## src/rtl/ccff_bitstream_loader.sv

```systemverilog
// ccff_bitstream_loader
//   Drives the head of a configuration flip-flop chain from a valid/ready stream
//   of bitstream words. Each word is shifted out MSB-first on ccff_head. The chain
//   advances only on cycles where ccff_shift_en is 1, so input stalls never move it.
//   The old chain contents that fall out of ccff_tail are repacked into readback
//   words, so the previous configuration can be checked.
//
// Ports
//   prog_clk       clock; all state updates on the rising edge
//   prog_reset     asynchronous, active-high reset
//   start          begin a load (honoured in IDLE/DONE only)
//   abort          cancel an in-progress load (honoured in FETCH/SHIFT only)
//   s_data/s_valid/s_ready  bitstream word stream; s_data[WORD_W-1] goes out first
//   ccff_head      serial configuration bit to the chain head
//   ccff_shift_en  chain clock enable
//   ccff_tail      serial bit from the chain tail
//   rb_data/rb_valid  readback word and its one-cycle strobe
//   busy           high while fetching or shifting
//   done           high once all CHAIN_LEN bits have been shifted
//   bit_count      bits shifted so far in the current load

module ccff_bitstream_loader #(
  parameter int CHAIN_LEN = 128,
  parameter int WORD_W    = 8,
  parameter int CNT_W     = 16
) (
  input  logic              prog_clk,
  input  logic              prog_reset,
  input  logic              start,
  input  logic              abort,
  input  logic [WORD_W-1:0] s_data,
  input  logic              s_valid,
  output logic              s_ready,
  output logic              ccff_head,
  output logic              ccff_shift_en,
  input  logic              ccff_tail,
  output logic [WORD_W-1:0] rb_data,
  output logic              rb_valid,
  output logic              busy,
  output logic              done,
  output logic [CNT_W-1:0]  bit_count
);

  localparam int WC_W = (WORD_W > 1) ? $clog2(WORD_W) : 1;
  localparam logic [CNT_W-1:0] LEN      = CNT_W'(CHAIN_LEN);
  localparam logic [WC_W-1:0]  LAST_BIT = WC_W'(WORD_W - 1);

  typedef enum logic [1:0] {
    ST_IDLE  = 2'd0,
    ST_FETCH = 2'd1,
    ST_SHIFT = 2'd2,
    ST_DONE  = 2'd3
  } state_t;

  state_t            state_reg;
  logic [WORD_W-1:0] sr_reg;         // word being serialised, MSB is the next bit out
  logic [WC_W-1:0]   word_bit_reg;   // position inside the current word
  logic [CNT_W-1:0]  bit_count_reg;
  logic [WORD_W-1:0] rb_sr_reg;      // readback bits captured from the tail
  logic [WORD_W-1:0] rb_data_reg;
  logic              rb_valid_reg;

  // Readback and input words share the same alignment (both start at bit 0 of
  // the load and advance one bit per shift), so one position counter serves both.
  logic [WORD_W-1:0] rb_next;
  logic [WORD_W-1:0] rb_aligned;
  logic              last_chain_bit;
  logic              last_word_bit;

  assign rb_next        = {rb_sr_reg[WORD_W-2:0], ccff_tail};
  // A short final word is left-aligned: move the captured bits to the top.
  assign rb_aligned     = rb_next << (LAST_BIT - word_bit_reg);
  assign last_chain_bit = (bit_count_reg >= (LEN - CNT_W'(1)));
  assign last_word_bit  = (word_bit_reg == LAST_BIT);

  always_ff @(posedge prog_clk or posedge prog_reset) begin
    if (prog_reset) begin
      state_reg     <= ST_IDLE;
      sr_reg        <= '0;
      word_bit_reg  <= '0;
      bit_count_reg <= '0;
      rb_sr_reg     <= '0;
      rb_data_reg   <= '0;
      rb_valid_reg  <= 1'b0;
    end else begin
      rb_valid_reg <= 1'b0;
      case (state_reg)
        ST_IDLE, ST_DONE: begin
          // start wins over a simultaneous abort because abort is not looked at here
          if (start) begin
            state_reg     <= ST_FETCH;
            bit_count_reg <= '0;
            rb_sr_reg     <= '0;
          end
        end
        ST_FETCH: begin
          if (abort) begin
            state_reg <= ST_IDLE;
          end else if (s_valid) begin
            sr_reg       <= s_data;
            word_bit_reg <= '0;
            state_reg    <= ST_SHIFT;
          end
        end
        ST_SHIFT: begin
          // ccff_shift_en is high for this whole cycle, so the chain moves on this
          // edge even if abort is raised; the bookkeeping follows the chain.
          sr_reg       <= {sr_reg[WORD_W-2:0], 1'b0};
          rb_sr_reg    <= rb_next;
          word_bit_reg <= word_bit_reg + WC_W'(1);
          if (bit_count_reg != LEN) begin
            bit_count_reg <= bit_count_reg + CNT_W'(1);
          end
          if (abort) begin
            state_reg <= ST_IDLE;
          end else if (last_chain_bit) begin
            state_reg    <= ST_DONE;
            rb_data_reg  <= rb_aligned;
            rb_valid_reg <= 1'b1;
          end else if (last_word_bit) begin
            state_reg    <= ST_FETCH;
            rb_data_reg  <= rb_next;
            rb_valid_reg <= 1'b1;
          end
        end
        default: state_reg <= ST_IDLE;
      endcase
    end
  end

  // All outputs are decodes of registered state only.
  assign s_ready       = (state_reg == ST_FETCH);
  assign ccff_shift_en = (state_reg == ST_SHIFT);
  assign ccff_head     = (state_reg == ST_SHIFT) & sr_reg[WORD_W-1];
  assign busy          = (state_reg == ST_FETCH) | (state_reg == ST_SHIFT);
  assign done          = (state_reg == ST_DONE);
  assign bit_count     = bit_count_reg;
  assign rb_data       = rb_data_reg;
  assign rb_valid      = rb_valid_reg;

endmodule

```

## config.mk

```make
export PLATFORM = sky130hd
export DESIGN_NAME = ccff_bitstream_loader
export DESIGN_NICKNAME = d
export VERILOG_FILES = /design/src/rtl/ccff_bitstream_loader.sv
export SDC_FILE = /design/constraint.sdc
export NUM_CORES = 1
export LEC_CHECK = 0
export BUFFER_PORTS_ARGS = -buffer_cell sky130_fd_sc_hd__buf_2
export CORE_MARGIN = 1
export CORE_UTILIZATION = 53
export CTS_BUF_LIST = sky130_fd_sc_hd__clkbuf_2 sky130_fd_sc_hd__clkbuf_4 sky130_fd_sc_hd__clkbuf_8
export DETAILED_ROUTE_END_ITERATION = 10
export PLACE_DENSITY = 0.79
export SETUP_SLACK_MARGIN = 0.1
export SYNTH_ARGS = -nofsm -noshare
export SYNTH_HDL_FRONTEND = slang
export SYNTH_SLANG_ARGS = --single-unit
export TNS_END_PERCENT = 10
```

## constraint.sdc

```tcl
create_clock -name prog_clk -period 1.97 [get_ports prog_clk]
set_input_delay 0.0985 -clock prog_clk [delete_from_list [all_inputs] [get_ports prog_clk]]
set_output_delay 0.0985 -clock prog_clk [all_outputs]
set_load 0.02 [all_outputs]
```

==> results of run 1 <==
[worst min-delay path: stages]
cell and delay, ns:
buf_2 0.07, mux2i_1 0.05, a21oi_1 0.13
[stage by stage]
stage / total power, mW / area (sq um) / std cells / hold slack [ns] / setup TNS (ns)
global placement: 2.15 / 3130 / 397 / 0.0760 / 0
global route: 3.04 / 3360 / 407 / 0.122 / -0.232
floorplan: 1.87 / 2710 / 278 / 0.231 / -0.0480
detailed placement: 2.18 / 3130 / 397 / 0.0751 / -0.231
CTS: 2.79 / 3260 / 407 / 0.0859 / -0.00441
finish: 2.84 / 3360 / 407 / 0.0981 / 0
[synthesized netlist by cell type (4+ instances only)]
cell      instances
or4_1             5
mux4_2            4
o21ai_1          11
mux2i_1          13
clkbuf_1         15
nand2_1          14
ha_1              7
dfrtp_1          45
buf_1             5
inv_1            13
a22o_1            7
or3_1             5
a21oi_1          18
nand2b_1          5
a211oi_1          4
nor2_1           10
nand4_1           4
and2_1            4
a221o_1           4
nand3_1          18
nor3_1            9
o31ai_1          12
o21ai_0           5
[cell type report]
cell class,count,share of cell area [%]
flip-flops and latches,45,33.5
well taps,67,2.49
repair buffers,76,13.8
multi-input cells,196,45.7
clock inverters,1,0.223
clock buffers,7,2.49
inverters,15,1.67
[power breakdown]
group | total (mW) | switching (mW) | internal (mW)
sequential | 1.15 | 0.103 | 1.04
clock | 0.588 | 0.309 | 0.279
combinational | 1.10 | 0.661 | 0.439
total | 2.84 | 1.07 | 1.76
[per-layer routing]
metal	vias up	global-route usage, %	routed length [um]
met5	-	0	0
met4	0	9.59	109
met3	10	4.83	413
met2	115	39.9	3090
met1	1191	38.7	2980
li1	1192	-	-
[what timing repair did]
action,CTS,global route
hold buffers,1,0
endpoints found under the setup margin,14,22
pin swaps,0,11
hold endpoints to repair,12,0
setup buffers,1,0
gates resized for setup,8,18
[cells in the final DEF (no fill, tap or decap), types with 8 or more instances in the layout]
| master | count |
|---|---|
| o21ai_1 | 11 |
| nand2_1 | 14 |
| nor3_1 | 8 |
| buf_4 | 32 |
| nand3_1 | 16 |
| a21oi_1 | 14 |
| inv_1 | 10 |
| dfrtp_1 | 43 |
| mux2i_1 | 12 |
| buf_2 | 43 |
| o31ai_1 | 10 |
| nor2_1 | 10 |
[worst max path at each step]
stage | from | end | slack [ns] | cells after the start
3_3_place_gp | state_reg[1] | bit_count[13] | 0.02 | 5
2_1_floorplan | state_reg[1] | bit_count[11] | -0.007 | 6
4_1_cts | state_reg[1] | bit_count[9] | -0.004 | 5
3_5_place_dp | state_reg[1] | bit_count[9] | -0.08 | 5
5_1_grt | state_reg[1] | bit_count[11] | -0.07 | 5
6_report | state_reg[1] | bit_count[13] | 0.006 | 5
[kinds of logic after synthesis]
logic type	synth area share [%]
buffers and inverters	5.33
adders and majority gates	3.30
and+or+nand+nor	19.2
DFF	42.5
AOI/OAI and AO/OA	21.0
muxes	8.73
==> summary.txt, run 1 <==
Synth
  • Sequential-to-total area share from yosys stat: 42.5%
  • Post-synth top area share: a little over two fifths
  • Number of synthesized register bits: 45
  • Mapped cell area: ~2700 sq um
  • Main area contributors after synthesis: dfrtp_1 42%, mux2i_1 4.9%, a21oi_1 3.4%
  • Post-synth ARST share: 100%
  • Synth Net Count: around 300
  • Average size of a mapped cell: between 9 and 10 sq um
  • Gate Count Post-Synth: between 200 and 300
  • Yosys warning count: 0
  • Post-synth EDFFs: 0
  • Post-synth top area cell: dfrtp_1
  • Most used DFF post-synth: dfrtp_1
  • Distinct cells, synth: 48

Layout
  • Area Overhead vs Synth: 26.9%
  • Layout cells sized above 1: between 30% and 40%
  • Util after Layout: 70.8%
  • Nets: between 300 and 400
  • Register area: ~1100 sq um
  • Max reg flops: 16
  • Fillers: between 300 and 400
  • Area occupied by multi-input gates: approximately 1500 sq um
  • Antenna Cells: 0

Die
  • # rows: 25
  • Die width: just over 70 um
  • Total Die Area: roughly 5300 sq um
  • Starting Density: 55.8%
  • Top-level port count: 44
  • Die Span Y: slightly above 70 um
  • Core area: between 4000 and 5000 sq um

Detailed routing
  • Post-route ant nets: 0
  • WL final: about 6600 um
  • Drt pass-1 iters: 5
  • DRT iter0 DRCs: 254
  • DRC: 0
  • WL per Instance: about 16 um
  • Vias per Instance: about 6.2
  • Routed vias: 2,508

Global route
  • First-pass GRT wire length: about 11,000 um
  • Global Route Usage Sum: a little over a quarter
  • Largest net degree at the start of global routing: 26
  • Initial antenna violation count: 0
  • Vias in the first global route: around 2,300
  • GRT Residual Overflow: 0

Place
  • Placer Congestion: 0.908
  • DPL Wire Length: roughly 4600 um
  • IO Port Bufs: 43
  • Post-place setup slack: -0.0828 ns

Setup path
  • Worst R2R Path Depth: 5
  • Top delay family on crit path: simple AND/OR/NAND/NOR gates
  • Crit-path slowest cell: or4b_4
  • CP Class: flop to flop
  • Worst-path fanout max: 8
  • Crit-path cells: ha_4 -> mux2i_4 -> or4b_4 -> or3_1 -> a21oi_2
  • Buf+Inv Stages, Crit Path: 0
  • R2R setup slack: approximately 0.0058 ns
  • Crit start category: flop
  • CP peak stage delay: 0.54 ns
  • R2R Path End: bit_count[13]
  • CP Capture Type: flop
  • RR Startpoint: state_reg[1]
  • Arrival @ worst endpoint: around 2.2 ns
  • Data required time of the worst path: 2.19 ns

STA
  • Setup WS post-layout: between 0.005 and 0.006 ns
  • Slew @ Worst Pin: between 0.4 and 0.5 ns
  • Final hold vios: 0
  • Finish-stage setup viols: 0
  • Unrepaired setup endpoints after global routing: true
  • Final Cycle Share: 99.7%
  • Worst Clk Skew: 0.00485 ns
  • Highest clock rate: 0.509 GHz
  • Worst relative slew slack: between 60% and 70%
  • Minimum clock period: ~2.0 ns
  • Max-slew violations: 0

Clock network
  • CTS root buf: clkbuf_8
  • CTS Buf Count: 5
  • H-tree lvl count: 2
  • CTS tree: done
  • Clk Latency, worst-skew pair: a little under 0.3 ns
  • CTS clk-pin slew, worst paths: around 0.080 ns
  • Clock sink count: 45
  • Max Root-Sink Buffers: 2

Min path
  • Hold Path Sink: sr_reg[6]
  • Hold path start: s_data[6]
  • Type of the worst min-delay path: primary input to flop
  • Hold depth: 3

Power and ir drop
  • Peak supply drop: between 0.5 and 0.6 mV
  • Pwr dens: between 800 and 900 nW/um^2
  • Static Leak: between 1 and 1.5 nW

Flow run
  • Max Cap Violations: 0

Run status
  • Status: completed
No activity file was read; power rests on OpenSTA's default activity.
==> inputs of run 2 (changes only) <==
--- a/config.mk
+++ b/config.mk
@@ -5,12 +5,12 @@
 export SDC_FILE = /design/constraint.sdc
 export NUM_CORES = 1
 export LEC_CHECK = 0
-export BUFFER_PORTS_ARGS = -buffer_cell sky130_fd_sc_hd__buf_2
 export CORE_MARGIN = 1
-export CORE_UTILIZATION = 53
+export CORE_UTILIZATION = 59
 export CTS_BUF_LIST = sky130_fd_sc_hd__clkbuf_2 sky130_fd_sc_hd__clkbuf_4 sky130_fd_sc_hd__clkbuf_8
 export DETAILED_ROUTE_END_ITERATION = 10
-export PLACE_DENSITY = 0.79
+export DONT_BUFFER_PORTS = 1
+export PLACE_DENSITY = 0.78
 export SETUP_SLACK_MARGIN = 0.1
 export SYNTH_ARGS = -nofsm -noshare
 export SYNTH_HDL_FRONTEND = slang
==> summary.txt, run 2 (synthesis results as in run 1) <==
Setup path
  • Crit-path slowest cell: or4b_4
  • Top delay family on crit path: simple AND/OR/NAND/NOR gates
  • Arrival @ worst endpoint: roughly 2.2 ns
  • Worst-path fanout max: 8
  • Crit-path cells: ha_4 -> mux2i_4 -> or4b_4 -> or3_1 -> a21oi_1
  • CP Capture Type: flop
  • Crit start category: flop
  • Buf+Inv Stages, Crit Path: 0
  • CP Class: flop to flop
  • CP peak stage delay: approximately 0.54 ns
  • Data required time of the worst path: 2.19 ns

Global route
  • Vias in the first global route: around 2,300
  • GRT Residual Overflow: 0
  • Top Usage Layer GRT: met2
  • Initial antenna violation count: 0
  • Met2 GRT Util: roughly 50%
  • First-pass GRT wire length: about 11,000 um
  • M3 GR Usage: about 5.3%
  • Global Route Usage Sum: 28.6%
  • Met1 Resource Use GR: a little over a third
  • Largest net degree at the start of global routing: 26

STA
  • Worst Clk Skew: 0.00706 ns
  • Final Cycle Share: 99.1%
  • Worst hold slack: around 0.0017 ns
  • Finish-stage setup viols: 0
  • Final hold vios: 0
  • Unrepaired setup endpoints after global routing: true
  • Slew @ Worst Pin: between 0.4 and 0.5 ns
  • Minimum clock period: between 1.5 and 2 ns
  • Worst relative slew slack: 66.9%
  • Highest clock rate: 0.512 GHz
  • Max-slew violations: 0

Clock network
  • Clk Latency, worst-skew pair: approximately 0.3 ns
  • CTS tree: done
  • CTS clk-pin slew, worst paths: about 0.09 ns
  • H-tree lvl count: 2
  • CTS root buf: clkbuf_8
  • Max Root-Sink Buffers: 2
  • CTS Buf Count: 5
  • Clock sink count: 45

Power and ir drop
  • Pwr dens: slightly above 900 nW/um^2
  • Comb pwr share: roughly 38%
  • Internal Pwr Total: roughly 1.9 mW
  • Overall Power: 2.95 mW
  • Clock Power Share: approximately 24%
  • Sw Pwr: ~1.1 mW
  • Sw frac: 35.7%
  • Sequential power share: between 30% and 40%
  • Peak supply drop: about 0.80 mV
  • Static Leak: approximately 1.4 nW

Detailed routing
  • WL final: about 6600 um
  • DRT iter0 DRCs: around 230
  • WL per Instance: roughly 18 um
  • Vias per Instance: between 6 and 7
  • Post-route ant nets: 0
  • DRC: 0
  • Routed vias: 2,383
  • Drt pass-1 iters: 4

Layout
  • Antenna Cells: 0
  • Non-filler cells, final: around 360
  • Most common cell after layout, fill and taps aside: buf_4
  • Most frequent cells in the layout: 44 x buf_4, 43 x dfrtp_1, 18 x nand3_1, 16 x a21oi_1, 14 x nand2_1
  • Area Overhead vs Synth: 21.1%
  • Fillers: between 300 and 400
  • Max reg flops: 16
  • Layout cells sized above 1: about 26%
  • Nets: roughly 330

Flow run
  • Max Cap Violations: 0

Die
  • # rows: 24
  • Core area: around 4300 sq um
  • Top-level port count: 44
  • Starting Density: around three fifths
  • Die Span Y: slightly below 70 um
  • Die width: between 60 and 70 um
  • Total Die Area: about 4800 sq um

Run status
  • Status: completed

Place
  • Placed cells: around 350
  • DPL Wire Length: ~4800 um
  • IO Port Bufs: 0
  • Placer Congestion: around 0.87

Min path
  • Type of the worst min-delay path: primary input to flop
## run 2: layout make-up
cell class                      instances  area [sq um]  share of cell area [%]
Timing Repair Buffer                   48           380                    11.8
Clock buffer                            6          76.3                    2.38
Sequential cell                        45          1130                    35.1
Multi-Input combinational cell        196          1470                    45.8
Clock inverter                          2          35.0                    1.09
Tap cell                               52          65.1                    2.03
Inverter                               15          56.3                    1.75
## run 2: path summary, 6_finish.rpt
check / endpoint / slack [ns] / cells after the start / from
max in group asynchronous: bit_count[2] / 1.20 / 3 / prog_reset
worst min-delay path: sr_reg[4] / 0.002 / 2 / s_data[4]
min in group asynchronous: rb_data[1] / 0.28 / 2 / prog_reset
worst max register to register: bit_count[13] / 0.02 / 5 / state_reg[1]
worst max-delay path: bit_count[13] / 0.02 / 5 / state_reg[1]
worst min register to register: sr_reg[7] / 0.53 / 2 / sr_reg[7]
## run 2: power groups by stage
stage          Clock, mW  Sequential, mW  Combinational [mW]
2_1_floorplan          0            1.15               0.723
5_1_grt            0.742            1.14                1.20
6_report           0.714            1.12                1.12
4_1_cts            0.720            1.12                1.10
3_3_place_gp           0            1.13                1.04
3_5_place_dp           0            1.14                1.08
## run 2: per-layer routing
| layer | vias to the layer above | part of all wire (%) |
|---|---|---|
| li1 | 1122 | - |
| met3 | 6 | 5.4 |
| met1 | 1182 | 42 |
| met5 | - | 0 |
| met4 | 0 | 1.1 |
| met2 | 73 | 52 |
## run 2: what timing repair did
action                                 CTS  global route
gates cloned                             0             0
setup buffers                            0             1
pin swaps                                0             9
endpoints found under the hold margin   24             0
resized for setup                        1            13
hold buffers                             3             0
setup endpoints to repair               12            26
## run 2: through the flow
| stage | utilization, % | cell area [sq um] | setup TNS [ns] | setup slack, ns |
|---|---|---|---|---|
| 5_1_grt | 74.3 | 3210 | -0.135 | -0.0441 |
| 4_1_cts | 72.9 | 3150 | 0 | 0.0151 |
| 2_1_floorplan | - | 2710 | -0.0480 | -0.00727 |
| 3_3_place_gp | 69.6 | 3010 | 0 | 0.0180 |
| 3_5_place_dp | 69.6 | 3010 | -0.178 | -0.0531 |
| 6_report | 74.3 | 3210 | 0 | 0.0172 |
## run 2: worst reg2reg max path, delay by kind of cell (launching register included)
family | cells | cell delay (ns)
and+or+nand+nor | 2 | 0.87
DFF | 1 | 0.42
adders and majority gates | 1 | 0.27
muxes | 1 | 0.18
AOI/OAI and AO/OA | 1 | 0.14
==> inputs of run 3 (changes only) <==
--- a/config.mk
+++ b/config.mk
@@ -5,12 +5,13 @@
 export SDC_FILE = /design/constraint.sdc
 export NUM_CORES = 1
 export LEC_CHECK = 0
+export ABC_AREA = 1
 export CORE_MARGIN = 1
-export CORE_UTILIZATION = 59
+export CORE_UTILIZATION = 60
 export CTS_BUF_LIST = sky130_fd_sc_hd__clkbuf_2 sky130_fd_sc_hd__clkbuf_4 sky130_fd_sc_hd__clkbuf_8
 export DETAILED_ROUTE_END_ITERATION = 10
 export DONT_BUFFER_PORTS = 1
-export PLACE_DENSITY = 0.78
+export PLACE_DENSITY = 0.79
 export SETUP_SLACK_MARGIN = 0.1
 export SYNTH_ARGS = -nofsm -noshare
 export SYNTH_HDL_FRONTEND = slang
==> summary.txt, run 3 <==
Run status
  • Status: completed

Synth
  • Gate Count Post-Synth: 378
  • Average size of a mapped cell: about 7.2 sq um
  • Main area contributors after synthesis: dfrtp_1 41%, nand2_1 16%, nand3_1 8.8%
  • Post-synth top area share: between 40% and 50%
  • Post-synth EDFFs: 0
  • Post-synth ARST share: 100%
  • Sequential-to-total area share from yosys stat: about two fifths
  • Synth Net Count: approximately 400
  • Most frequent cell after synthesis: nand2_1
  • Mapped cell area: approximately 2700 sq um
  • Top post-synthesis cells by count: 113 x nand2_1, 48 x nand3_1, 45 x dfrtp_1, 37 x inv_1, 32 x nor2_1
  • Distinct cells, synth: 30
  • Number of synthesized register bits: 45
  • Most used DFF post-synth: dfrtp_1
  • Post-synth top area cell: dfrtp_1
  • Yosys warning count: 0

Setup path
  • R2R setup slack: around 0.19 ns
  • Worst setup path start: state_reg[0]
  • Data required time of the worst path: between 2 and 2.5 ns
  • Worst R2R Path Depth: 10
  • CP peak stage delay: approximately 0.4 ns
  • Worst setup path end: bit_count[1]
  • Worst-path fanout max: 19
  • CP Capture Type: flop
  • Top delay family on crit path: simple AND/OR/NAND/NOR gates
  • Crit-path cells: inv_1 -> ha_2 -> inv_2 -> or2_1 -> o21ai_2 -> inv_4 -> nand2_8 -> inv_4 -> nand3_1 -> o21ai_2
  • R2R Path End: bit_count[1]
  • Crit start category: flop
  • Crit path depth: 10
  • RR Startpoint: state_reg[0]
  • Crit-path slowest cell: dfrtp_1
  • CP Class: flop to flop
  • Arrival @ worst endpoint: ~2.0 ns
  • Buf+Inv Stages, Crit Path: 4

Detailed routing
  • Post-route ant nets: 0
  • Met3 wire len: ~420 um
  • Met1 wire length: around 2900 um
  • Routed vias: approximately 2,600
  • Vias per Instance: 5.63
  • WL final: between 6000 and 7000 um
  • DRT iter0 DRCs: 196
  • Top sig layer: met4
  • Met2 wire length: approximately 3000 um
  • Drt pass-1 iters: 5
  • WL per Instance: approximately 14 um
  • DRC: 0

Global route
  • Global Route Usage Sum: between 20% and 30%
  • Vias in the first global route: ~2,300
  • GRT Residual Overflow: 0
  • Initial antenna violation count: 0
  • Largest net degree at the start of global routing: 27
  • First-pass GRT wire length: around 11,000 um

Clock network
  • Clock sink count: 45
  • Max Root-Sink Buffers: 2
  • CTS root buf: clkbuf_8
  • CTS clk-pin slew, worst paths: roughly 0.09 ns
  • CTS tree: done
  • CTS Buf Count: 5
  • Clk Latency, worst-skew pair: ~0.3 ns
  • H-tree lvl count: 2

Layout
  • Area Overhead vs Synth: 13.4%
  • Most common cell after layout, fill and taps aside: nand2_1
  • Max reg flops: 16
  • Area occupied by multi-input gates: roughly 1400 sq um
  • Layout cells sized above 1: 13.2%
  • Antenna Cells: 0
  • Nets: about 430
  • Fillers: 370
  • Most frequent cells in the layout: 113 x nand2_1, 48 x nand3_1, 45 x dfrtp_1, 35 x inv_1, 31 x nor2_1
  • Register area: around 1100 sq um

Die
  • Starting Density: about 63%
  • Total Die Area: 4820 sq um
  • # rows: 24
  • Top-level port count: 44
  • Die width: around 70 um
  • Core area: roughly 4400 sq um
  • Die Span Y: between 60 and 70 um

STA
  • Final Cycle Share: 90.5%
  • Setup WS post-layout: between 0.15 and 0.2 ns
  • Unrepaired setup endpoints after global routing: true
  • Final hold vios: 0
  • Worst Clk Skew: between 0.007 and 0.008 ns
  • Finish-stage setup viols: 0
  • Worst relative slew slack: between 60% and 70%
  • Sum Neg Setup Slack: 0 ns
  • Highest clock rate: approximately 0.56 GHz
  • Minimum clock period: around 1.8 ns
  • Worst hold slack: between 0.06 and 0.07 ns
  • Max-slew violations: 0
  • Slew @ Worst Pin: around 0.5 ns

Flow run
  • Max Cap Violations: 0

Power and ir drop
  • Peak supply drop: approximately 0.8 mV
  • Sw frac: roughly two fifths
  • Internal Pwr Total: between 1.5 and 2 mW
  • Clock Power Share: a little under 20%
  • Overall Power: just under 3 mW
  • Static Leak: roughly 1.5 nW
  • Sequential power share: roughly 40%
  • Sw Pwr: between 1 and 1.5 mW
  • Pwr dens: 932 nW/um^2
  • Comb pwr share: around 41%

Min path
  • Type of the worst min-delay path: primary input to flop

Place
  • Placer Congestion: roughly 1
  • DPL Wire Length: roughly 4800 um
  • Post-place setup slack: between 0.15 and 0.2 ns
  • IO Port Bufs: 0
-- run 3: what timing repair did --
item / 4_1_cts / 5_1_grt
hold buffers: 10 / 0
setup buffers: 0 / 2
gates resized for setup: 1 / 1
endpoints found under the hold margin: 33 / 0
pin swaps: 0 / 1
endpoints found under the setup margin: 1 / 17
-- run 3: area by class of cell --
| cell class | count | share of cell area (%) |
|---|---|---|
| inverters | 40 | 5.02 |
| clock inverters | 2 | 0.324 |
| flip-flops and latches | 45 | 36.4 |
| well taps | 52 | 2.10 |
| clock buffers | 6 | 2.47 |
| multi-input cells | 280 | 44.4 |
| repair buffers | 35 | 9.31 |
-- run 3: worst min path at each step --
stage	startpoint	to	depth (start not counted)
global route	ccff_tail	rb_data[0]	4
detailed placement	prog_reset	sr_reg[4]	1
floorplan	ccff_tail	rb_sr_reg[0]	2
global placement	prog_reset	sr_reg[4]	1
CTS	ccff_tail	rb_data[0]	4
finish	ccff_tail	rb_data[0]	4
-- run 3: cells by family (layout without fill, tap and decap cells) --
kind of cell	Yosys count	in the layout	synth area share, %
and+or+nand+nor	220	220	35.1
buffers and inverters	53	83	8.58
AOI/OAI and AO/OA	50	50	10.8
DFF	45	45	41.3
adders and majority gates	7	7	3.21
xor gates and xnor gates	3	3	0.964
-- run 3: stage by stage --
step	utilization, %	instance area, sq um	std cells
after global routing	71.0	3090	460
after CTS	70.6	3070	458
after detailed placement	66.3	2890	440
after floorplan	-	2730	378
final	71.0	3090	460
after global placement	66.3	2890	440
-- run 3: routing by layer --
layer,global-route usage (%),up-vias
li1,-,1289
met1,39.8,1196
met2,44.7,97
met3,5.52,8
met4,6.58,0
met5,0,-
-- run 3: worst min-delay path, stage by stage --
cell and delay (ns):
inv_1 0.05, o21ai_0 0.08, nand2_1 0.06, nand2_1 0.05
-- run 3: power groups by stage --
| stage | registers (mW) | clock network, mW | logic (mW) |
|---|---|---|---|
| 3_3_place_gp | 1.14 | 0 | 1.09 |
| 3_5_place_dp | 1.16 | 0 | 1.12 |
| 6_report | 1.13 | 0.569 | 1.18 |
| 5_1_grt | 1.15 | 0.604 | 1.31 |
| 2_1_floorplan | 1.15 | 0 | 0.943 |
| 4_1_cts | 1.14 | 0.580 | 1.15 |
